### src/rtl/lc3_mem_ctrl.sv
// lc3_mem_ctrl: memory-side initiator for the LC-3 datapath.
// This block owns the MAR and MDR registers. It turns the MIO_EN/R_W request
// into one chip-select cycle on the synchronous RAM port, and it returns the
// R (memory-ready) level to the control FSM. All RAM-side outputs are Moore
// outputs decoded from the state register.
// Optional feature: define MEM_TIMEOUT_EN to abort reads that are not
// answered within TIMEOUT wait cycles. An aborted read loads MDR with 16'hDEAD
// and sets MEM_ERR.
module lc3_mem_ctrl #(
  parameter int TIMEOUT = 16
) (
  input  logic        CLK,
  input  logic        RST_N,
  input  logic [15:0] BUS_IN,
  input  logic        LD_MAR,
  input  logic        LD_MDR,
  input  logic        MIO_EN,
  input  logic        R_W,
  output logic [15:0] MAR_OUT,
  output logic [15:0] MDR_OUT,
  output logic [15:0] MEM_ADDR,
  output logic [15:0] MEM_DIN,
  output logic        MEM_CS,
  output logic        MEM_WE,
  input  logic [15:0] MEM_DOUT,
  input  logic        MEM_READY,
  output logic        R,
  output logic        BUSY,
  output logic        MEM_ERR
);

  typedef enum logic [2:0] {
    IDLE     = 3'd0,
    RD_ISSUE = 3'd1,
    RD_WAIT  = 3'd2,
    WR_ISSUE = 3'd3,
    DONE     = 3'd4
  } state_t;

  state_t      state, next_state;
  logic [15:0] mar, mdr;
  logic        ld_ok;        // the bus may load MAR/MDR only when no access is in flight
  logic        accept;       // a new request is taken in IDLE
  logic        rd_capture;   // RAM read data arrives in RD_WAIT
  logic        timeout_hit;  // an unanswered read is abandoned

  assign ld_ok      = (state == IDLE) || (state == DONE);
  assign accept     = (state == IDLE) && MIO_EN;
  assign rd_capture = (state == RD_WAIT) && MEM_READY;

`ifdef MEM_TIMEOUT_EN
  logic [15:0] wait_cnt;
  logic        mem_err_q;

  // Counts the cycles spent in RD_WAIT. The count restarts on every new read.
  always_ff @(posedge CLK or negedge RST_N) begin
    if (!RST_N) begin
      wait_cnt <= '0;
    end else if (state == RD_ISSUE) begin
      wait_cnt <= '0;
    end else if (state == RD_WAIT) begin
      wait_cnt <= wait_cnt + 16'd1;
    end
  end

  // Ready takes priority. A timeout fires only when no ready arrives by the last wait cycle.
  assign timeout_hit = (state == RD_WAIT) && !MEM_READY && (wait_cnt == 16'(TIMEOUT - 1));

  // The error flag is set when a read is aborted. It is cleared when the next request is accepted.
  always_ff @(posedge CLK or negedge RST_N) begin
    if (!RST_N) begin
      mem_err_q <= 1'b0;
    end else if (accept) begin
      mem_err_q <= 1'b0;
    end else if (timeout_hit) begin
      mem_err_q <= 1'b1;
    end
  end

  assign MEM_ERR = mem_err_q;
`else
  logic [15:0] unused_timeout;

  assign unused_timeout = 16'(TIMEOUT);
  assign timeout_hit    = 1'b0;
  assign MEM_ERR        = 1'b0;
`endif

  // State register. An asynchronous reset drops CS at once, even in the middle of an access.
  // NOTE: sequential state uses non-blocking (<=) so every flop samples pre-edge values.
  always_ff @(posedge CLK or negedge RST_N) begin
    if (!RST_N) begin
      state <= IDLE;
    end else begin
      state <= next_state;
    end
  end

  // Next-state decode for the request/handshake sequence.
  // NOTE: next_state gets a default before the case, so no path can infer a latch.
  always_comb begin
    next_state = state;
    unique case (state)
      IDLE:     if (MIO_EN) next_state = R_W ? WR_ISSUE : RD_ISSUE;
      RD_ISSUE: next_state = RD_WAIT;
      RD_WAIT:  if (MEM_READY || timeout_hit) next_state = DONE;
      WR_ISSUE: next_state = DONE;
      DONE:     if (!MIO_EN) next_state = IDLE;
      default:  next_state = IDLE;
    endcase
  end

  // MAR follows the bus only while no access is in flight.
  always_ff @(posedge CLK or negedge RST_N) begin
    if (!RST_N) begin
      mar <= '0;
    end else if (LD_MAR && ld_ok) begin
      mar <= BUS_IN;
    end
  end

  // MDR load priority: RAM read data first, then the timeout marker, then a bus load.
  always_ff @(posedge CLK or negedge RST_N) begin
    if (!RST_N) begin
      mdr <= '0;
    end else if (rd_capture) begin
      mdr <= MEM_DOUT;
    end else if (timeout_hit) begin
      mdr <= 16'hDEAD;
    end else if (LD_MDR && ld_ok) begin
      mdr <= BUS_IN;
    end
  end

  assign MAR_OUT  = mar;
  assign MDR_OUT  = mdr;
  assign MEM_ADDR = mar;
  assign MEM_DIN  = mdr;
  assign MEM_CS   = (state == RD_ISSUE) || (state == WR_ISSUE);
  assign MEM_WE   = (state == WR_ISSUE);
  assign BUSY     = (state == RD_ISSUE) || (state == RD_WAIT) || (state == WR_ISSUE);
  assign R        = (state == DONE);

endmodule
### config.mk
export PLATFORM = sky130hd
export DESIGN_NAME = lc3_mem_ctrl
export DESIGN_NICKNAME = d
export VERILOG_FILES = /design/src/rtl/lc3_mem_ctrl.sv
export SDC_FILE = /design/constraint.sdc
export NUM_CORES = 1
export LEC_CHECK = 0
export ABC_AREA = 1
export CAP_MARGIN = 20
export CORE_UTILIZATION = 41
export DETAILED_ROUTE_END_ITERATION = 10
export PLACE_DENSITY = 0.86
export REMOVE_ABC_BUFFERS = 1
export SETUP_SLACK_MARGIN = 0.4
export SYNTH_ARGS = -nofsm -noshare
export SYNTH_HDL_FRONTEND = slang
export SYNTH_SLANG_ARGS = --single-unit
export TNS_END_PERCENT = 50
### constraint.sdc
create_clock -name CLK -period 4 [get_ports CLK]
set_clock_uncertainty 0.15 [all_clocks]
set_input_delay 0.6 -clock CLK [delete_from_list [all_inputs] [get_ports CLK]]
set_output_delay 0.6 -clock CLK [all_outputs]
set_load 0.03 [all_outputs]
; ---- Yosys cells after proc, flatten, opt, wreduce, memory -nomap -nowiden
; Index checks and enable logic that the tools add are counted.
[totals]
latchBits = 0
ff_bits = 35
mem_bits_ro = 0
n_memories = 0
mem_bits_rw = 0
output_inout_bits = 69
[op_classes]
n_div = 0
magnitude_cmp = 0
n_mux = 7
n_eq_ne = 7
n_shift = 0
n_bitwise = 0
reduce_logical = 10
add_sub_neg = 0
n_mul = 0
[ops]
columns = operator, n
row1 = $mux 16, 2
row2 = $pmux 3 s5, 1
row3 = $mux 3, 3
row4 = $eq 3x2->1 const B, 2
row5 = $ne 2x2->1 const B, 3
row6 = $logic_or 1x1->1, 4
row7 = $eq 3x1->1 const B, 1
row8 = $eq 3x3->1 const B, 1
row9 = $logic_and 1x1->1, 3
row10 = $logic_not 3->1, 1
row11 = $reduce_and 3->1, 1
row12 = $mux 2, 1
row13 = $reduce_bool 2->1, 1

; ---- Longest topological paths before layout
[depth]
ltp_word = 5
depth_mapped = 7
ltp_nobuf = 6

; ---- Worst setup path before layout
; No wires, ideal clock.
[synth_timing]
path_kind = flip-flop to output port
startpoint = register state[1]
endpoint = output R
n_path_buf = 1
stages_incl_launch_ff = 5
t_arrival_ps = 1178
slack_ps = 2072
required_ps = 3250
cell_sequence = dfrtp_1 > nor2_4 > buf_2 > inv_1 > nor2_1
[synth_via]
elab_chain_cells = 1
[synth_lines]
columns = element, line
row1 = start: declaration, 40  ; state_t state, next_state;
row2 = start signal: assignment, 95  ; state <= next_state;
row3 = $eq 3x3->1, 142  ; assign R = (state == DONE);
row4 = end: declaration, 27  ; output logic R,
; Every way passes these cells.

; ---- Worst setup path in the final report
[layout_timing]
startpoint = register state[1]
endpoint = output BUSY
[layout_via]
elab_chain_cells = 3
[layout_lines]
columns = element, line
row1 = $eq 3x1->1 or $eq 3x2->1 (tied branches), 141  ; assign BUSY = (state == RD_ISSUE) || (state == RD_WAIT) || (state == WR_ISSUE);
row2 = $logic_or 1x1->1, 141
row3 = $logic_or 1x1->1 (*), 141
row4 = end: declaration, 28  ; output logic BUSY,
; Every way passes the cells marked *; elsewhere a longest branch is shown, timed or not.

==> impl_metrics.ini <==
[pwr]
power_frac_comb = 0.650
ir_drop_mv = 0.4973
pwr_density_cell_nw_per_um2 = 982.7
sw_frac_of_total = 0.4936
power_leakage_nw = 1.305
power_frac_clock = 0.103
switchingPower_mw = 1.357
p_int_mw = 1.392
power.share.sequential = 0.248

[cts]
h-tree-depth = 2
cts_made_buffers = 5
cts_tree = yes
postCtsHoldBufs = 0
cts_resized = 0
clock_sinks = 35
ctsRootBufferMaster = clkbuf_8
clock_latency_ns = 0.29
max-clock-path-buffers = 2
cts.clk_slew.worst_paths_ns = 0.07
postCtsSetupRepairBufs = 0

[grt]
gr-total-overflow = 0
grt_max_degree = 36
grt_pass1_wl_um = 7990
antenna_found_initial = 0
grt_pass1_vias = 1666
grt_use_total = 0.2108

[place]
place_inst = 337
gp_congestion = 0.7128
portBuffers = 106
dp_hpwl_um = 3503

[sta]
fin_crit_ns = 2.511
period_share = 0.6277
slew_viol_final = 0
rsz0062_at_grt = no
fmax_mhz = 398.3
holdWs_ns = 0.2289
finalHoldViolCount = 0
max_slew_margin = 0.4957
fin_tns_setup_ns = 0
tightest_slew_ns = 0.7565
setup_viol = 0

[critical_path]
path_max_fanout = 22
crit_path_cell_trace = nor2_4 > buf_4 > nor2_1 > clkdlybuf4s50_1
crit_family = buffers and inverters
required_ns = 3.25
critical_path_class = reg2out
cp-end-kind = output pin
crit_path_start = state[1]$_DFFE_PN0P_
critPathSlowestCell = clkdlybuf4s50_1
max_stage_delay_ns = 0.60
cp_num_buf_inv = 2
rr_startpoint = state[1]$_DFFE_PN0P_
startpoint_type = register
cp.arrival_ns = 1.76

[logic_synthesis]
yosys_warnings = 0
synth_xor_area_frac = 0
synth_top_family_by_area = simple AND/OR/NAND/NOR gates
ys_ff_latch = 35
synthAdderAreaFrac = 0
synth.cell_area_um2 = 1869
synth-simple-area-share = 0.3507
synth_compound_area_frac = 0
syn_area_per_cell_um2 = 8.497
ys_seq_area_frac = 0.4685
synth_mux_area_frac = 0
syn_inst = 220
synth.distinct_cells = 18

[drt]
drc = 0
num_vias = 1704
ant_nets = 0
viasPerCell = 4.939
post_drt_wl_per_cell_um = 14.06
drt_wl_total_um = 4851
firstDrtPassIters = 4
drtIter0Drc = 82

[layout]
layout-drive-gt1-share = 0.08874
fin_cells = 345
diodes = 0
fillCellCount = 377
area_delta_synth_final_pct = 49.60
nets = 331

[run]
drv_cap = 0

[run_status]
status = complete, no violations

[die]
placeableCoreArea_um2 = 4354
rows = 24
ios = 108
dieWidth_um = 69.52
dieArea_um2 = 4833
initial_core_util = 0.4293
die_h_um = 69.52

[hold_path]
hp-class = in2async
[power by group through the flow]
| stage | Combinational (mW) | Clock [mW] | Sequential, mW |
|---|---|---|---|
| 3_3_place_gp | 1.77 | 0 | 0.677 |
| 5_1_grt | 1.88 | 0.304 | 0.704 |
| 6_report | 1.79 | 0.282 | 0.681 |
| 4_1_cts | 1.80 | 0.285 | 0.681 |
| 2_1_floorplan | 0.371 | 0 | 1.29 |
| 3_5_place_dp | 1.80 | 0 | 0.685 |
[worst register-to-register path: cells and delay by family (launching register included)]
family,cells,cell delay [ns]
AND/OR/NAND/NOR,4,0.62
buffers and inverters,2,0.60
flip-flops,1,0.42
[cells in the mapped netlist]
library cell / n / area [um2]
nor2_1: 6 / 22.52
dfrtp_1: 35 / 875.8
nor2_4: 2 / 22.52
conb_1: 1 / 3.750
inv_2: 2 / 7.510
nand3_1: 42 / 210.2
buf_8: 1 / 15.01
buf_2: 7 / 35.03
nand2_2: 1 / 6.260
nand3_2: 10 / 100.1
nand2_1: 69 / 259.0
clkbuf_1: 1 / 3.750
nand4_1: 2 / 12.51
nor3_1: 1 / 5.000
buf_4: 33 / 247.7
nand3_4: 1 / 17.52
inv_1: 5 / 18.77
inv_4: 1 / 6.260
[cells by family (layout without fill, tap and decap cells)]
logic type             after synthesis  count (layout)
buffers and inverters               50             123
and+or+nand+nor                    134             134
DFF                                 35              35
other                                1               1
[cells in the final DEF (no fill, tap or decap)]
cell,Yosys,routed
nand2_2,1,1
nor2_4,2,2
nand3_1,42,42
nor2_1,6,6
clkbuf_8,0,7
buf_4,33,1
nor3_1,1,1
inv_2,2,2
nand2_1,69,69
conb_1,1,1
inv_4,1,1
clkbuf_1,1,1
nand3_2,10,10
dfrtp_1,35,35
nand3_4,1,1
inv_1,5,5
nand4_1,2,2
clkdlybuf4s50_1,0,105
buf_2,7,1
[per-stage QoR]
| step | total power, mW | setup WS [ns] | utilization | cell area, um2 |
|---|---|---|---|---|
| finish | 2.748 | 1.489 | 0.6422 | 2796 |
| CTS | 2.767 | 1.481 | 0.6422 | 2796 |
| global placement | 2.443 | 1.621 | 0.6193 | 2696 |
| floorplan | 1.657 | 2.045 | - | 1568 |
| global route | 2.885 | 1.425 | 0.6422 | 2796 |
| detailed placement | 2.480 | 1.516 | 0.6193 | 2696 |
[state kept, by name, summed over array words and instances (netlist names)]
| name | count |
|---|---|
| state | 3 |
| MAR_OUT | 16 |
| MDR_OUT | 16 |
[final timing paths]
kind	endpoint	slack, ns	depth (start not counted)
max in group asynchronous	MAR_OUT[4]$_DFFE_PN0P_	2.99	1
max reg2reg	MDR_OUT[8]$_DFFE_PN0P_	2.15	6
max	BUSY	1.49	4
min	MDR_OUT[12]$_DFFE_PN0P_	0.23	1
min in group CLK	MAR_OUT[1]$_DFFE_PN0P_	0.35	2
min reg2reg	MAR_OUT[1]$_DFFE_PN0P_	0.35	2
[metal layers]
metal  track usage  up-vias  routed length (um)
met2        0.3581       60                2481
met1        0.2550      818                1989
met3       0.03924        9                 271
met5             0        -                   0
li1              -      817                   -
met4        0.1066        0                 108
[layout make-up]
type / instances / area, um2 / area share
timing repair buffer: 107 / 1064 / 0.3803
sequential: 35 / 875.8 / 0.3132
multi-input combinational: 135 / 659.4 / 0.2358
clock buffer: 8 / 100.1 / 0.03579
tap: 52 / 65.06 / 0.02327
inverter: 8 / 32.53 / 0.01163
(Power assumes the default switching activity.)
==> RTL edit (same settings) <==
The option `MEM_TIMEOUT_EN` is turned on by a define.
--- a/src/rtl/lc3_mem_ctrl.sv
+++ b/src/rtl/lc3_mem_ctrl.sv
@@ -8,2 +8,4 @@
 // and sets MEM_ERR.
+`define MEM_TIMEOUT_EN
+
 module lc3_mem_ctrl #(
Behaviour: no difference found for any inputs over 10 cycles, from zero or initial values and one cycle with RST_N low; that may be too few to reach the edited logic, so the function may still have changed.
==> RTL edit against the unedited design <==
  * Sequential cell count up 17
  * Total power up 18%
  * Area after synthesis up 55%
  * Design area up 40%
  * Worst setup slack better by 31 ps
  * Utilization down 6.8 points
  * Clock power up 49%
  * Wire length up 44%
  * Fmax up 1.2%
  * Critical path type unchanged
==> RTL edit: results <==
group,metric,value,unit
power_and_ir_drop,p_int,1720,uW
global_routing,met3_usage,0.0381,
synthesis,async_reset_ff_frac,1.00,
synthesis,synth.cells.most_frequent,"nand2_1 (89), dfrtp_1 (52), nor2_1 (44)",
route,met1Wirelength,2950,um
place,gp_congestion,0.864,
place,io_buffers,107,
route,viasPerCell,4.90,
clock_tree,cts_resized,0,
layout,inverters,42,
route,wl_met3,355,um
place,dp_hpwl,5210,um
synthesis,yosysUniqueCellTypes,28,
clock_tree,path_clk_slew,90,ps
layout,regArea,0.00130,mm2
hold_path,holdCritPathClass,"in2async",
global_routing,grt_pass1_vias,2500,
synthesis,synth_mux_area_frac,0.0194,
global_routing,grt_use_met1,0.233,
global_routing,grt_pass1_wl,11300,um
synthesis,synth_area_leaders,"dfrtp_1 (45%), nand2_1 (11%), buf_4 (8.5%)",
worst_setup_path,crit_arrival,1730,ps
synthesis,synth_seq_cells,52,
layout,nClkBuffers,5,
sta,worst_pin_slew,654,ps
synthesis,ys.flop_type,"dfrtp_1",
layout,nNetsFinal,479,
clock_tree,cts_setup_buffers,0,
layout,nNonClkBuffers,108,
power_and_ir_drop,p_leak,0.00185,uW
synthesis,synth_compound_area_frac,0.0943,
synthesis,synthAdderAreaFrac,0.00431,
worst_setup_path,reg2reg_from,"state[1]",
global_routing,grt_usage,0.191,
power_and_ir_drop,p_clk,419,uW
route,wl_met2,3610,um
synthesis,ys_seq_area_frac,0.448,
worst_setup_path,cp_max_fo,5,
status,status,"complete, no violations",
global_routing,grt_start_max_net_pins,53,
worst_setup_path,r2r_setup_slack,2040,ps
layout,fillers,623,
route,drt-total-wl,7010,um
global_routing,grt_util_met2,0.347,
layout,layout.nonclk_buf_frac,0.274,
layout,drive_gt1_frac,0.0774,
worst_setup_path,r2r-end,"MDR_OUT[12]",
route,drt-initial-drc-count,209,
power_and_ir_drop,ir_drop,0.579,mV
layout,clkCellAreaFrac,0.0329,
clock_tree,clockBufferDepth,2,
power_and_ir_drop,comb_power,1920,uW
layout,multiInputCombCellCount,230,
worst_setup_path,cp-endpoint,"BUSY",
layout,multi_input_area_share,0.289,
==> RTL edit: worst min-delay path by stage <==
stage                           start     endpoint  depth (start not counted)
final                           RST_N  wait_cnt[3]                          2
after global routing            RST_N  wait_cnt[3]                          2
after CTS                       RST_N     state[1]                          2
after detailed placement  MAR_OUT[14]  MAR_OUT[14]                          2
after global placement    MAR_OUT[14]  MAR_OUT[14]                          2
after floorplan                 RST_N   MAR_OUT[0]                          0
==> RTL edit: worst max-delay path, cell delays in order, from the launching register on <==
cell             delay [ps]
dfrtp_1                 460
nor2_1                  310
nor2_1                   70
clkdlybuf4s50_1         600
==> RTL edit: per-stage QoR <==
stage	power [uW]	area [um2]	std cells	setup WS [ps]	hold WS [ps]
after CTS	3260	3920	535	1500	283
after detailed placement	2830	3790	528	1670	359
after global routing	3400	3920	535	1390	313
final	3240	3920	535	1520	251
after global placement	2790	3790	528	1770	346
after floorplan	1970	2600	324	2070	154
